`src/rtl/sr_ctrl_pkg.sv`:
```
// Shared definitions for the SR-flag lock controller: FSM state encoding and
// an index-width helper for the requester count.
package sr_ctrl_pkg;

  typedef logic [1:0] state_t;

  localparam state_t IDLE  = 2'd0;
  localparam state_t HOLD  = 2'd1;
  localparam state_t CLEAR = 2'd2;

  // Width of an index into n requesters; never narrower than one bit.
  function automatic int idx_w(input int n);
    return (n <= 2) ? 1 : $clog2(n);
  endfunction

endpackage

```
`src/rtl/rr_pick.sv`:
```
// Combinational round-robin picker: returns the first set req bit at or above
// ptr, wrapping modulo N_REQ.
module rr_pick
  import sr_ctrl_pkg::*;
#(
  parameter int N_REQ = 4,
  parameter int IW    = idx_w(N_REQ)
) (
  input  logic [N_REQ-1:0] req,
  input  logic [IW-1:0]    ptr,
  output logic             valid,
  output logic [IW-1:0]    idx
);

  logic [IW-1:0] cand;

  // Scan offsets from farthest to nearest so the nearest set bit wins last.
  always_comb begin
    // NOTE: every variable gets a default first, so no path leaves it unassigned and no latch is inferred.
    valid = 1'b0;
    idx   = '0;
    cand  = '0;
    for (int off = N_REQ - 1; off >= 0; off--) begin
      cand = IW'((int'(ptr) + off) % N_REQ);
      if (req[cand]) begin
        valid = 1'b1;
        idx   = cand;
      end
    end
  end

endmodule

```
`src/rtl/sr_lock_arbiter.sv`:
```
// Round-robin lock controller sharing one SR status flag among N_REQ agents,
// with one-cycle set/clear pulses and a hold timeout that reclaims the lock.
module sr_lock_arbiter
  import sr_ctrl_pkg::*;
#(
  parameter int N_REQ   = 4,
  parameter int TIMEOUT = 255,
  parameter int CNT_W   = 8
) (
  input  logic                     clk,
  input  logic                     reset,
  input  logic [N_REQ-1:0]         req,
  input  logic [N_REQ-1:0]         rel,
  output logic [N_REQ-1:0]         grant,
  output logic [idx_w(N_REQ)-1:0]  owner,
  output logic                     busy,
  output logic                     lock_set,
  output logic                     lock_clr,
  output logic                     timeout
);

  localparam int IW = idx_w(N_REQ);
  localparam bit TO_EN = (TIMEOUT != 0);
  localparam logic [CNT_W-1:0] EXP_CNT = CNT_W'((TIMEOUT == 0) ? 0 : TIMEOUT - 1);

  state_t             state_q, state_d;
  logic [IW-1:0]      ptr_q, ptr_d;
  logic [IW-1:0]      owner_q, owner_d;
  logic [CNT_W-1:0]   cnt_q, cnt_d;
  logic [N_REQ-1:0]   grant_q, grant_d;
  logic               busy_q, busy_d;
  logic               lock_set_q, lock_set_d;
  logic               lock_clr_q, lock_clr_d;
  logic               timeout_q, timeout_d;

  logic               pick_valid;
  logic [IW-1:0]      pick_idx;
  logic               rel_own;
  logic               expire;

  rr_pick #(.N_REQ(N_REQ), .IW(IW)) u_pick (
    .req   (req),
    .ptr   (ptr_q),
    .valid (pick_valid),
    .idx   (pick_idx)
  );

  assign rel_own = rel[owner_q];
  assign expire  = TO_EN && (cnt_q == EXP_CNT);

  always_comb begin
    state_d = state_q;
    unique case (state_q)
      IDLE:    if (pick_valid) state_d = HOLD;
      HOLD:    if (rel_own || expire) state_d = CLEAR;
      CLEAR:   state_d = IDLE;
      default: state_d = IDLE;
    endcase
  end

  // Outputs are computed one cycle ahead from the upcoming state so they leave as registers.
  always_comb begin
    grant_d    = '0;
    owner_d    = owner_q;
    busy_d     = 1'b0;
    lock_set_d = 1'b0;
    lock_clr_d = 1'b0;
    timeout_d  = 1'b0;
    unique case (state_d)
      HOLD: begin
        busy_d = 1'b1;
        if (state_q == IDLE) begin
          grant_d    = N_REQ'(1) << pick_idx;
          owner_d    = pick_idx;
          lock_set_d = 1'b1;
        end else begin
          grant_d = grant_q;
        end
      end
      // CLEAR is only reached from HOLD; an owner release takes priority over expiry.
      CLEAR: begin
        lock_clr_d = 1'b1;
        timeout_d  = ~rel_own;
      end
      default: ;
    endcase
  end

  always_comb begin
    cnt_d = cnt_q;
    ptr_d = ptr_q;
    if (state_q == HOLD && cnt_q != '1) begin
      cnt_d = cnt_q + 1'b1;
    end
    if (state_q == CLEAR) begin
      cnt_d = '0;
      ptr_d = (owner_q == IW'(N_REQ - 1)) ? '0 : owner_q + 1'b1;
    end
  end

  // NOTE: sequential state uses non-blocking assignments so every flop samples pre-edge values.
  always_ff @(posedge clk or negedge reset) begin
    if (!reset) begin
      state_q    <= IDLE;
      ptr_q      <= '0;
      owner_q    <= '0;
      cnt_q      <= '0;
      grant_q    <= '0;
      busy_q     <= 1'b0;
      lock_set_q <= 1'b0;
      lock_clr_q <= 1'b0;
      timeout_q  <= 1'b0;
    end else begin
      state_q    <= state_d;
      ptr_q      <= ptr_d;
      owner_q    <= owner_d;
      cnt_q      <= cnt_d;
      grant_q    <= grant_d;
      busy_q     <= busy_d;
      lock_set_q <= lock_set_d;
      lock_clr_q <= lock_clr_d;
      timeout_q  <= timeout_d;
    end
  end

  assign grant    = grant_q;
  assign owner    = owner_q;
  assign busy     = busy_q;
  assign lock_set = lock_set_q;
  assign lock_clr = lock_clr_q;
  assign timeout  = timeout_q;

endmodule

```
`config.mk`:
```
export PLATFORM = sky130hd
export DESIGN_NAME = sr_lock_arbiter
export DESIGN_NICKNAME = d
export VERILOG_FILES = /design/src/rtl/sr_ctrl_pkg.sv /design/src/rtl/rr_pick.sv /design/src/rtl/sr_lock_arbiter.sv
export SDC_FILE = /design/constraint.sdc
export NUM_CORES = 1
export LEC_CHECK = 0
export BUFFER_PORTS_ARGS = -buffer_cell sky130_fd_sc_hd__clkbuf_2
export CAP_MARGIN = 20
export CORE_MARGIN = 2
export CORE_UTILIZATION = 48
export DETAILED_ROUTE_END_ITERATION = 10
export GPL_TIMING_DRIVEN = 0
export PLACE_DENSITY = 0.73
export SYNTH_ARGS = -nofsm -noshare
export SYNTH_HDL_FRONTEND = slang
export SYNTH_SLANG_ARGS = --single-unit
```
`constraint.sdc`:
```
create_clock -name clk -period 1.6 [get_ports clk]
set_input_delay 0 -clock clk [delete_from_list [all_inputs] [get_ports clk]]
set_output_delay 0 -clock clk [all_outputs]
set_load 0.01 [all_outputs]
```
## Word-level counts from Yosys, hierarchy flattened

Cells that the tools add are included.

| word-level totals | value |
|---|---|
| logic and storage cells | 65 |
| input port bits | 10 |
| bits in registers | 22 |
| output and inout bits | 10 |

| cells by class | value |
|---|---|
| muxes and demuxes | 31 |
| shift operators | 1 |
| add/subtract/negate cells | 5 |
| magnitude comparators | 5 |
| reduce and logical (&&, ||, !) cells | 5 |
| bitwise gates (word level) | 1 |
| equality and inequality tests | 8 |

Operators by type and width:

| kind | count |
|---|---|
| two-way mux 8 bit | 2 |
| less-than comparator 2 x 3 -> 1 bit (second input constant) | 5 |
| two-way mux 1 bit | 14 |
| two-way mux 2 bit | 7 |
| binary-select mux 1 bit (select 2 bit) | 5 |
| adder 8 x 1 -> 8 bit (second input constant) | 1 |
| equality test 8 bit (second input constant) | 1 |
| two-way mux 4 bit | 2 |
| inequality test 8 bit (second input constant) | 1 |
| equality test 2 bit (second input constant) | 3 |
| adder 2 x 1 -> 2 bit (second input constant) | 2 |
| adder 2 bit (second input constant) | 2 |
| equality test 2 x 1 -> 1 bit (second input constant) | 2 |
| one-hot mux 2 bit (2 select lines) | 1 |
| left shift 1 x 2 -> 4 bit (first input constant) | 1 |
| logical NOT 2 bit | 1 |
| inequality test 2 bit (second input constant) | 1 |
| AND reduction 2 bit | 1 |
| nonzero test 2 bit | 1 |
| logical AND 1 bit | 1 |
| logical OR 1 bit | 1 |
| inverter 1 bit | 1 |

## Longest topological paths before layout

Gate-level depths: netlist (run 1).

| depth | value |
|---|---|
| word-level depth | 11 |
| depth in mapped cells | 6 |
| mapped depth without buffers | 5 |

## Modules after synthesis

From an unflattened synthesis (run 1), not the netlist that was laid out.

| second synthesis, totals | value |
|---|---|
| cell total of the unflattened synthesis | 128 |
| area total of the unflattened synthesis | 1212.4 µm² |

By module, submodules not included:

| module | times used | area each (µm²) | cells an instance |
|---|---|---|---|
| sr_lock_arbiter | 1 | 1134.8 | 115 |
| rr_pick | 1 | 77.6 | 13 |

## Worst setup path before layout (run 1)

Ideal clock, no wire load.

| timing | value |
|---|---|
| kind | register to register |
| start point | reg owner_q[0] (netlist: owner[0]) |
| end point | reg grant_q[1] (netlist: grant[1]) |
| setup slack | 55 ps |
| required time | 1535 ps |
| path buffers | 0 |
| data arrival time | 1480 ps |
| cell stages (with the launch flop) | 5 |
| path through | dfrtp_1 > mux4_2 > a41o_1 > nor2_4 > a22o_1 |

| between the ends | value |
|---|---|
| longest elaborated chain between the ends | 7 |
| elaborated cells between the ends (all ways) | 8 |
| those cells by class | 2 x eq/ne; 5 x mux; 1 x reduce/logical |

Ends and longest elaborated chain:

| item | line | source |
|---|---|---|
| from (decl) | sr_lock_arbiter.sv:28 | `logic [IW-1:0] owner_q, owner_d;` |
| from (signal assigned) | sr_lock_arbiter.sv:116 | `owner_q <= owner_d;` |
| binary-select mux 1 bit (select 2 bit) * | sr_lock_arbiter.sv:48 | `assign rel_own = rel[owner_q];` |
| two-way mux 1 bit (implied by the code) * | sr_lock_arbiter.sv:48 |  |
| logical OR 1 bit * | sr_lock_arbiter.sv:55 | `HOLD: if (rel_own \|\| expire) state_d = CLEAR;` |
| two-way mux 2 bit * | sr_lock_arbiter.sv:55 |  |
| one-hot mux 2 bit (2 select lines) * | sr_lock_arbiter.sv:53 | `unique case (state_q)` |
| equality test 2 x 1 -> 1 bit * | sr_lock_arbiter.sv:69 | `unique case (state_d)` |
| inequality test 2 bit (no source line) / two-way mux 4 bit (equally long branches) | - |  |
| to (signal assigned) | sr_lock_arbiter.sv:118 | `grant_q <= grant_d;` |
| to (decl) | sr_lock_arbiter.sv:30 | `logic [N_REQ-1:0] grant_q, grant_d;` |

Every way passes the cells marked *; elsewhere a longest branch is shown, timed or not. The select of a mux whose other input is x is not followed.
A chain may end at the register's enable or synchronous reset.

## Worst setup path in the final report (run 1)

| timing | value |
|---|---|
| start point | reg owner_q[0] (netlist: owner[0]) |
| end point | reg grant_q[3] (netlist: grant[3]) |

Same word-level chain as after synthesis.

==> flow_summary.toml, run 1 <==
[synthesis]
synth_edf_count = 0
seq_area_frac_synth = 0.496
async_flop_share = 1.00
syn-num-nets = 115
netlist_area_sq_mm = 0.00111
ys_ff_latch = 22
synth_warnings = 0
postSynthCellCount = 102
synth.avg_cell_area_sq_um = 10.9
ys.flop_type = "dfrtp_1"
synthDistinctLibCells = 35

[route]
drt_iter0_markers = 15
wl_per_cell_um = 14.8
via_per_inst = 5.84
drc_errors = 0
num_vias = 929
first_pass_iters = 4
wirelength_um = 2350
antenna_left = 0

[cts]
path_clk_slew_ps = 130
cts_htree_levels = 1
clkLatencyLatePin_ps = 310
cts_tree = "built"
clock_sinks = 22
clock_tree.root_cell = "clkbuf_4"
numCtsBuffers = 3
clock_path_buffers = 2

[timing]
min_period_over_period = 0.978
finalCriticalPeriod_ps = 1560
hold_viol = 0
finalSetupViolCount = 0
rsz0062_at_grt = "yes"
max_slew_margin = 0.639
clock_skew_ps = 11.0
setup_ws_ps = 36.0
worst_slew_pin_slew_ps = 542
slew_viol_final = 0
max_freq_mhz = 639

[setup_path]
crit_arrival_ps = 1810
end_kind = "flop"
worst_setup_path_start_kind = "flop"
crit_type = "flop to flop"
crit_path_max_fanout = 4
required_ps = 1850

[die]
rows = 17
die_area_sq_mm = 0.00271
ios = 20
dieHeight_um = 52.1
core_area_sq_mm = 0.00219
initial_core_util = 0.507
die_w_um = 52.1

[pwr]
power-per-cell-area_mw_per_mm2 = 1770
leakage_nw = 0.639
power_mw = 2.35
max-vdd-ir-drop_mv = 1.12

[placed_design]
gp_congestion = 0.778
placement.io_buffers = 19
dp_worst_setup_slack_ps = -27.1
post-dp-hpwl_um = 1690

[global_route]
antenna_found_initial = 0
grt_max_degree = 23
grt.total_usage = 0.201
grt_pass1_vias = 935
grt_pass1_wl_um = 3990
overflow = 0

[status]
outcome = "finished, final reports clean"

[final_layout]
mostFrequentLayoutCell = "dfrtp_1"
n_antenna_cell = 0
syn_to_final_growth_pct = 20.2
final_core_util = 0.609
drive_gt1_frac = 0.321
nFillCells = 197
final_cell_mix = "dfrtp_1, clkbuf_2, nand3_1"
layout.nets = 145

[run]
cap_violations = 0

[hold_path]
hold_path.class = "input port to flop"
## per-stage QoR
step | instances | cell area, sq um | hold slack (ps) | TNS [ps]
final | 159 | 1330 | 142 | 0
after global routing | 159 | 1330 | 167 | -21.2
after CTS | 155 | 1300 | 118 | 0
after detailed placement | 149 | 1240 | 15.8 | -97.1
after global placement | 149 | 1240 | 0.239 | -0.484
after floorplan | 102 | 1110 | -296 | 0
## final cells by class
type | count | area, sq um | share of cell area
Buffer | 3 | 21.3 | 0.0159
Clock buffer | 4 | 36.3 | 0.0272
Multi-Input combinational cell | 72 | 528 | 0.396
Tap cell | 28 | 35.0 | 0.0263
Sequential cell | 22 | 552 | 0.414
Timing Repair Buffer | 25 | 143 | 0.107
Inverter | 5 | 18.8 | 0.0141
## Yosys cell counts, types with 2 or more instances
cell / n / share of area
nor2b_1: 3 / 0.017
nand3b_1: 2 / 0.014
nand4_1: 3 / 0.017
o31ai_1: 3 / 0.020
a21oi_1: 2 / 0.0090
inv_1: 5 / 0.017
buf_2: 3 / 0.014
o21ai_0: 8 / 0.036
and4_1: 2 / 0.016
o211ai_1: 3 / 0.020
nand2b_1: 2 / 0.011
dfrtp_1: 22 / 0.50
a22o_1: 2 / 0.016
nand3_1: 10 / 0.045
ha_1: 3 / 0.034
a21o_1: 2 / 0.014
nand2_1: 5 / 0.017
a32o_2: 2 / 0.020
nor2_1: 4 / 0.014
## critical path, cell delays in order, from the launching register on
cell	delay [ps]
dfrtp_2	400
mux4_2	540
a41o_1	270
nor2_4	130
a22o_1	160
## registers in the layout (all words and copies together) (netlist names)
signal / flops
busy: 1
lock_clr: 1
lock_set: 1
state_q: 2
timeout: 1
owner: 2
grant: 4
ptr_q: 2
cnt_q: 8
## power by group
| part | switching, mW | internal [mW] | total, mW |
|---|---|---|---|
| Clock | 0.169 | 0.139 | 0.308 |
| Combinational | 0.610 | 0.498 | 1.11 |
| Sequential | 0.171 | 0.768 | 0.938 |
## routing by layer
metal / routed length [um] / vias to the layer above / part of all wire / GRT usage
li1: - / 442 / - / -
met1: 1050 / 457 / 0.45 / 0.235
met2: 1180 / 26 / 0.50 / 0.361
met3: 79 / 4 / 0.034 / 0.0287
met4: 34 / 0 / 0.014 / 0.0921
met5: 0 / - / 0 / 0
## cells by family (layout without fill, tap and decap cells)
logic type | count (synthesis) | count (layout) | synth area share
AO/OA/AOI/OAI | 26 | 26 | 0.185
AND/OR/NAND/NOR | 39 | 39 | 0.209
flip-flops | 22 | 22 | 0.496
multiplexers | 2 | 2 | 0.0304
adder cells (fa/ha/maj) | 3 | 3 | 0.0338
buffers and inverters | 8 | 37 | 0.0304
XOR/XNOR | 2 | 2 | 0.0158
## worst paths after layout
check,start,to,slack [ps],cells after the start
setup / recovery,owner[0],grant[3],40,4
hold / removal,req[1],owner[1],140,4
setup reg to reg,owner[0],grant[3],40,4
hold reg to reg,grant[2],grant[2],510,1
max in group asynchronous,reset,owner[0],1030,2
min in group asynchronous,reset,cnt_q[6],190,2
## repair_timing
action | CTS | global route
pin swaps | 0 | 4
endpoints found under the hold margin | 22 | 0
gates resized for setup | 3 | 1
buffers inserted | 1 | 4
setup endpoints to repair | 5 | 8
hold buffers | 1 | 0
cloned | 0 | 0
No activity file was read; power rests on OpenSTA's default activity.
==> inputs of run 2 (changes only) <==
- ABC_AREA: default -> 1
- CORE_UTILIZATION: 48 -> 50
- PLACE_DENSITY: 0.73 -> 0.74
==> flow_summary.toml, run 2 <==
[route]
drt_iter0_markers = 27
first_pass_iters = 4
wl_per_cell_um = 12.4
antenna_left = 0
num_vias = 1164
wirelength_um = 2840
drc_errors = 0
via_per_inst = 5.11

[final_layout]
drive_gt1_frac = 0.424
syn_to_final_growth_pct = 26.3
fin_area_sq_mm = 0.00171
largest_register_ffs = 8
largest_register = "cnt_q"
mostFrequentLayoutCell = "nand2_1"
layout.nets = 212
n_antenna_cell = 0
final_cell_mix = "nand2_1, dfrtp_1, clkbuf_2"

[timing]
tns_ps = 0
worst_slew_pin_slew_ps = 549
max_slew_margin = 0.634
slew_viol_final = 0
hold_viol = 0
finalCriticalPeriod_ps = 1530
min_period_over_period = 0.955
max_freq_mhz = 655
rsz0062_at_grt = "yes"
clock_skew_ps = 4.11
finalSetupViolCount = 0

[global_route]
grt_pass1_vias = 1128
antenna_found_initial = 0
grt_max_degree = 23
grt_pass1_wl_um = 4740
overflow = 0
grt.total_usage = 0.187

[placed_design]
gp_congestion = 0.916
post-dp-hpwl_um = 2080
place_area_sq_mm = 0.00148
placement.io_buffers = 19

[setup_path]
cp_common_cell = "nand2_4"
end_kind = "flop"
worst_setup_path_start_kind = "flop"
crit_type = "flop to flop"
cpPeakStageDelay_ps = 380
required_ps = 1820
rrSetupSlack_ps = 70
path_cells = "buf_6 > clkinv_8 > nand2_4 > nand2_4 > inv_2 > nand2_4 > nor2_4 > nand2_2 > a21oi_4 > nor2_4 > nand2_1 > nand2_1"
crit_arrival_ps = 1750
crit_path_max_fanout = 6
slowest_stage = "dfrtp_1"

[pwr]
leakage_nw = 0.878
power-per-cell-area_mw_per_mm2 = 2040
max-vdd-ir-drop_mv = 1.54

[synthesis]
netlist_area_sq_mm = 0.00135
post-synth-top-count-cell = "nand2_1"
yosys-top-cells-count = "nand2_1, dfrtp_1, inv_1"
yosys-top-cells-area = "dfrtp_1, nand2_1, nand2_2"
async_flop_share = 1.00
synth_edf_count = 0
synth_warnings = 0
syn-num-nets = 178
synth.avg_cell_area_sq_um = 8.19
seq_area_frac_synth = 0.407
yosys.area.top_type_share = 0.407
ys_ff_latch = 22
synthDistinctLibCells = 29
postSynthCellCount = 165
ys.flop_type = "dfrtp_1"
post-synth-top-area-cell = "dfrtp_1"

[cts]
clock_tree.root_cell = "clkbuf_4"
clock_sinks = 22
path_clk_slew_ps = 120
clkLatencyLatePin_ps = 310
cts_tree = "built"
clock_path_buffers = 2
numCtsBuffers = 3
cts_htree_levels = 1

[status]
outcome = "finished, final reports clean"

[hold_path]
hold_path.class = "input port to flop"

[die]
initial_core_util = 0.536
dieHeight_um = 56.0
ios = 20
core_area_sq_mm = 0.00252
die_area_sq_mm = 0.00313
rows = 18
die_w_um = 56.0

[run]
cap_violations = 0
## run 2: cell count changes after synthesis, moves of 5 or more
cell / change
nand2_2: +14
o21ai_0: -5
inv_2: +7
inv_1: +12
nand2_1: +39
## run 2: cell type report
class / instances / area (sq um)
clock buffer: 4 / 36.3
tap: 30 / 37.5
buffer: 1 / 11.3
inverter: 26 / 113
timing repair buffer: 29 / 183
fill: 196 / 816
sequential: 22 / 553
multi-input combinational: 116 / 773
## run 2: path summary, 6_finish.rpt
kind                           from       end  depth (start not counted)
max                        ptr_q[0]  grant[0]                         12
min in group asynchronous     reset  grant[0]                          2
max in group asynchronous     reset  owner[0]                          2
min                          rel[0]  lock_clr                          5
max reg2reg                ptr_q[0]  grant[0]                         12
min reg2reg                grant[3]  grant[3]                          2
## run 2: critical path, delay by kind of cell, from the launching register on
family | cells | cell delay, ps
compound gates | 1 | 180
buf+inv | 3 | 300
flops | 1 | 380
simple gates | 8 | 570
## run 2: per-stage QoR
stage	setup slack, ps	total power, mW	hold WS (ps)	utilization	std cells
floorplan	226	2.36	-296	-	165
global placement	102	2.70	-0.936	0.588	214
detailed placement	55.6	2.76	7.41	0.588	214
CTS	29.7	3.07	95.9	0.607	219
global route	-63.0	3.78	141	0.677	228
finish	72.2	3.47	95.0	0.677	228
## run 2: repair_timing
action,4_1_cts,5_1_grt
buffers inserted,0,8
setup endpoints to repair,0,11
gates resized for setup,0,23
endpoints found under the hold margin,22,0
hold buffers,1,0
## run 2: kinds of logic (layout without fill, tap and decap cells)
family          after synthesis  in the layout  share of synthesized area
compound gates               21             21                      0.108
xor+xnor                      2              2                     0.0130
fa+ha+maj                     3              3                     0.0278
buf+inv                      27             60                     0.0861
flops                        22             22                      0.407
simple gates                 90             90                      0.357
## run 2: per-layer routing
metal	vias to the layer above	part of all wire	GRT usage
li1	591	-	-
met1	541	0.43	0.227
met2	26	0.52	0.336
met3	6	0.036	0.0488
met4	0	0.011	0.0306
met5	-	0	0
## run 2: power by group
| group | internal (mW) | switching [mW] |
|---|---|---|
| sequential | 0.764 | 0.172 |
| clock | 0.139 | 0.169 |
| combinational | 0.881 | 1.35 |
==> inputs of run 3 (changes only) <==
- CAP_MARGIN: 20 -> default
- CORE_UTILIZATION: 50 -> 29
- PLACE_DENSITY: 0.74 -> default
==> flow_summary.toml, run 3 (synthesis results as in run 2) <==
[timing]
max_freq_mhz = 671
slew_viol_final = 0
worst_slew_pin_slew_ps = 553
tns_ps = 0
finalCriticalPeriod_ps = 1490
max_slew_margin = 0.631
clock_skew_ps = 2.09
hold_viol = 0
finalSetupViolCount = 0
setup_ws_ps = 110
min_period_over_period = 0.931

[pwr]
max-vdd-ir-drop_mv = 0.652
leakage_nw = 0.835
power-per-cell-area_mw_per_mm2 = 2040

[die]
core_area_sq_mm = 0.00441
die_area_sq_mm = 0.00522
die_w_um = 72.3
rows = 24
dieHeight_um = 72.3
initial_core_util = 0.306
ios = 20

[cts]
cts_tree = "built"
clkLatencyLatePin_ps = 260
cts_htree_levels = 1
clock_tree.root_cell = "clkbuf_8"
path_clk_slew_ps = 80
clock_sinks = 22
numCtsBuffers = 3
clock_path_buffers = 2

[run]
cap_violations = 0

[route]
via_per_inst = 4.53
antenna_left = 0
drc_errors = 0
first_pass_iters = 4
wl_per_cell_um = 10.4
wirelength_um = 2530
drt_iter0_markers = 86
num_vias = 1096

[final_layout]
syn_to_final_growth_pct = 19.4
final_cell_mix = "nand2_1, dfrtp_1, clkbuf_2"
mostFrequentLayoutCell = "nand2_1"
n_antenna_cell = 0
layout.nets = 204
largest_register = "cnt_q"
largest_register_ffs = 8
drive_gt1_frac = 0.353

[global_route]
antenna_found_initial = 0
grt_pass1_wl_um = 4700
overflow = 0
grt_max_degree = 23
grt.total_usage = 0.113
grt_pass1_vias = 1075

[setup_path]
end_kind = "flop"
worst_setup_path_start_kind = "flop"
crit_path_max_fanout = 6
crit_arrival_ps = 1650
required_ps = 1760
crit_type = "flop to flop"

[placed_design]
dp_worst_setup_slack_ps = 92.3
gp_congestion = 0.769
placement.io_buffers = 19
post-dp-hpwl_um = 1990

[hold_path]
hold_path.class = "input port to flop"

[status]
outcome = "finished, final reports clean"
-- run 3: changes by cell type in the layout (fill, tap and decap cells not counted), moves of 2 or more --
cell / delta
buf_4: -6
clkbuf_4: -3
clkbuf_8: +2
nand2_1: +3
nand2_4: -3
nand3_1: +2
nand3_4: -3
-- run 3: critical path, stage by stage (launching register included) --
cell and delay [ps]:
dfrtp_1 410, ha_1 220, inv_1 110, nor2_4 60, nand2_1 100, nand2_4 80
inv_4 100, nand4_1 110, o21ai_1 140, a21oi_1 50
-- run 3: through the flow --
stage                     area (sq um)  hold WS [ps]  power [mW]  utilization  instances
final                             1610           167        3.29        0.366        242
after global routing              1610           176        3.65        0.366        242
after CTS                         1590           162        3.30        0.361        241
after floorplan                   1350          -296        2.36            -        165
after detailed placement          1510          20.1        2.76        0.342        236
after global placement            1510          10.7        2.74        0.342        236
-- run 3: layout make-up --
class,count,area [sq um]
buffer,1,11.3
clock buffer,3,41.3
clock inverter,1,30.0
fill,447,2800
inverter,26,108
multi-input combinational,116,694
sequential,22,552
tap,52,65.1
timing repair buffer,21,113
-- run 3: power by group --
group	switching, mW	leakage (nW)	internal, mW
Combinational	1.17	0.516	0.678
Clock	0.190	0.0357	0.334
Sequential	0.161	0.284	0.763
Total	1.52	0.835	1.78
-- run 3: metal layers --
layer / share of wire / track usage / wire [um]
met3: 0.032 / 0.0292 / 82
met2: 0.47 / 0.191 / 1200
met4: 0.010 / 0.0252 / 26
met1: 0.48 / 0.147 / 1220
met5: 0 / 0 / 0
-- run 3: repair_timing --
action	4_1_cts	5_1_grt
hold buffers	1	0
setup buffers	0	1
endpoints found under the hold margin	22	0
gates resized for setup	0	4
endpoints found under the setup margin	0	8
-- run 3: final timing paths --
path,cells after the start,slack (ps),to,start
setup / recovery,9,110,cnt_q[6],cnt_q[0]
hold / removal,5,170,lock_clr,rel[0]
setup reg to reg,9,110,cnt_q[6],cnt_q[0]
hold reg to reg,2,490,grant[0],grant[0]
max in group asynchronous,2,960,owner[0],reset
min in group asynchronous,2,240,cnt_q[1],reset
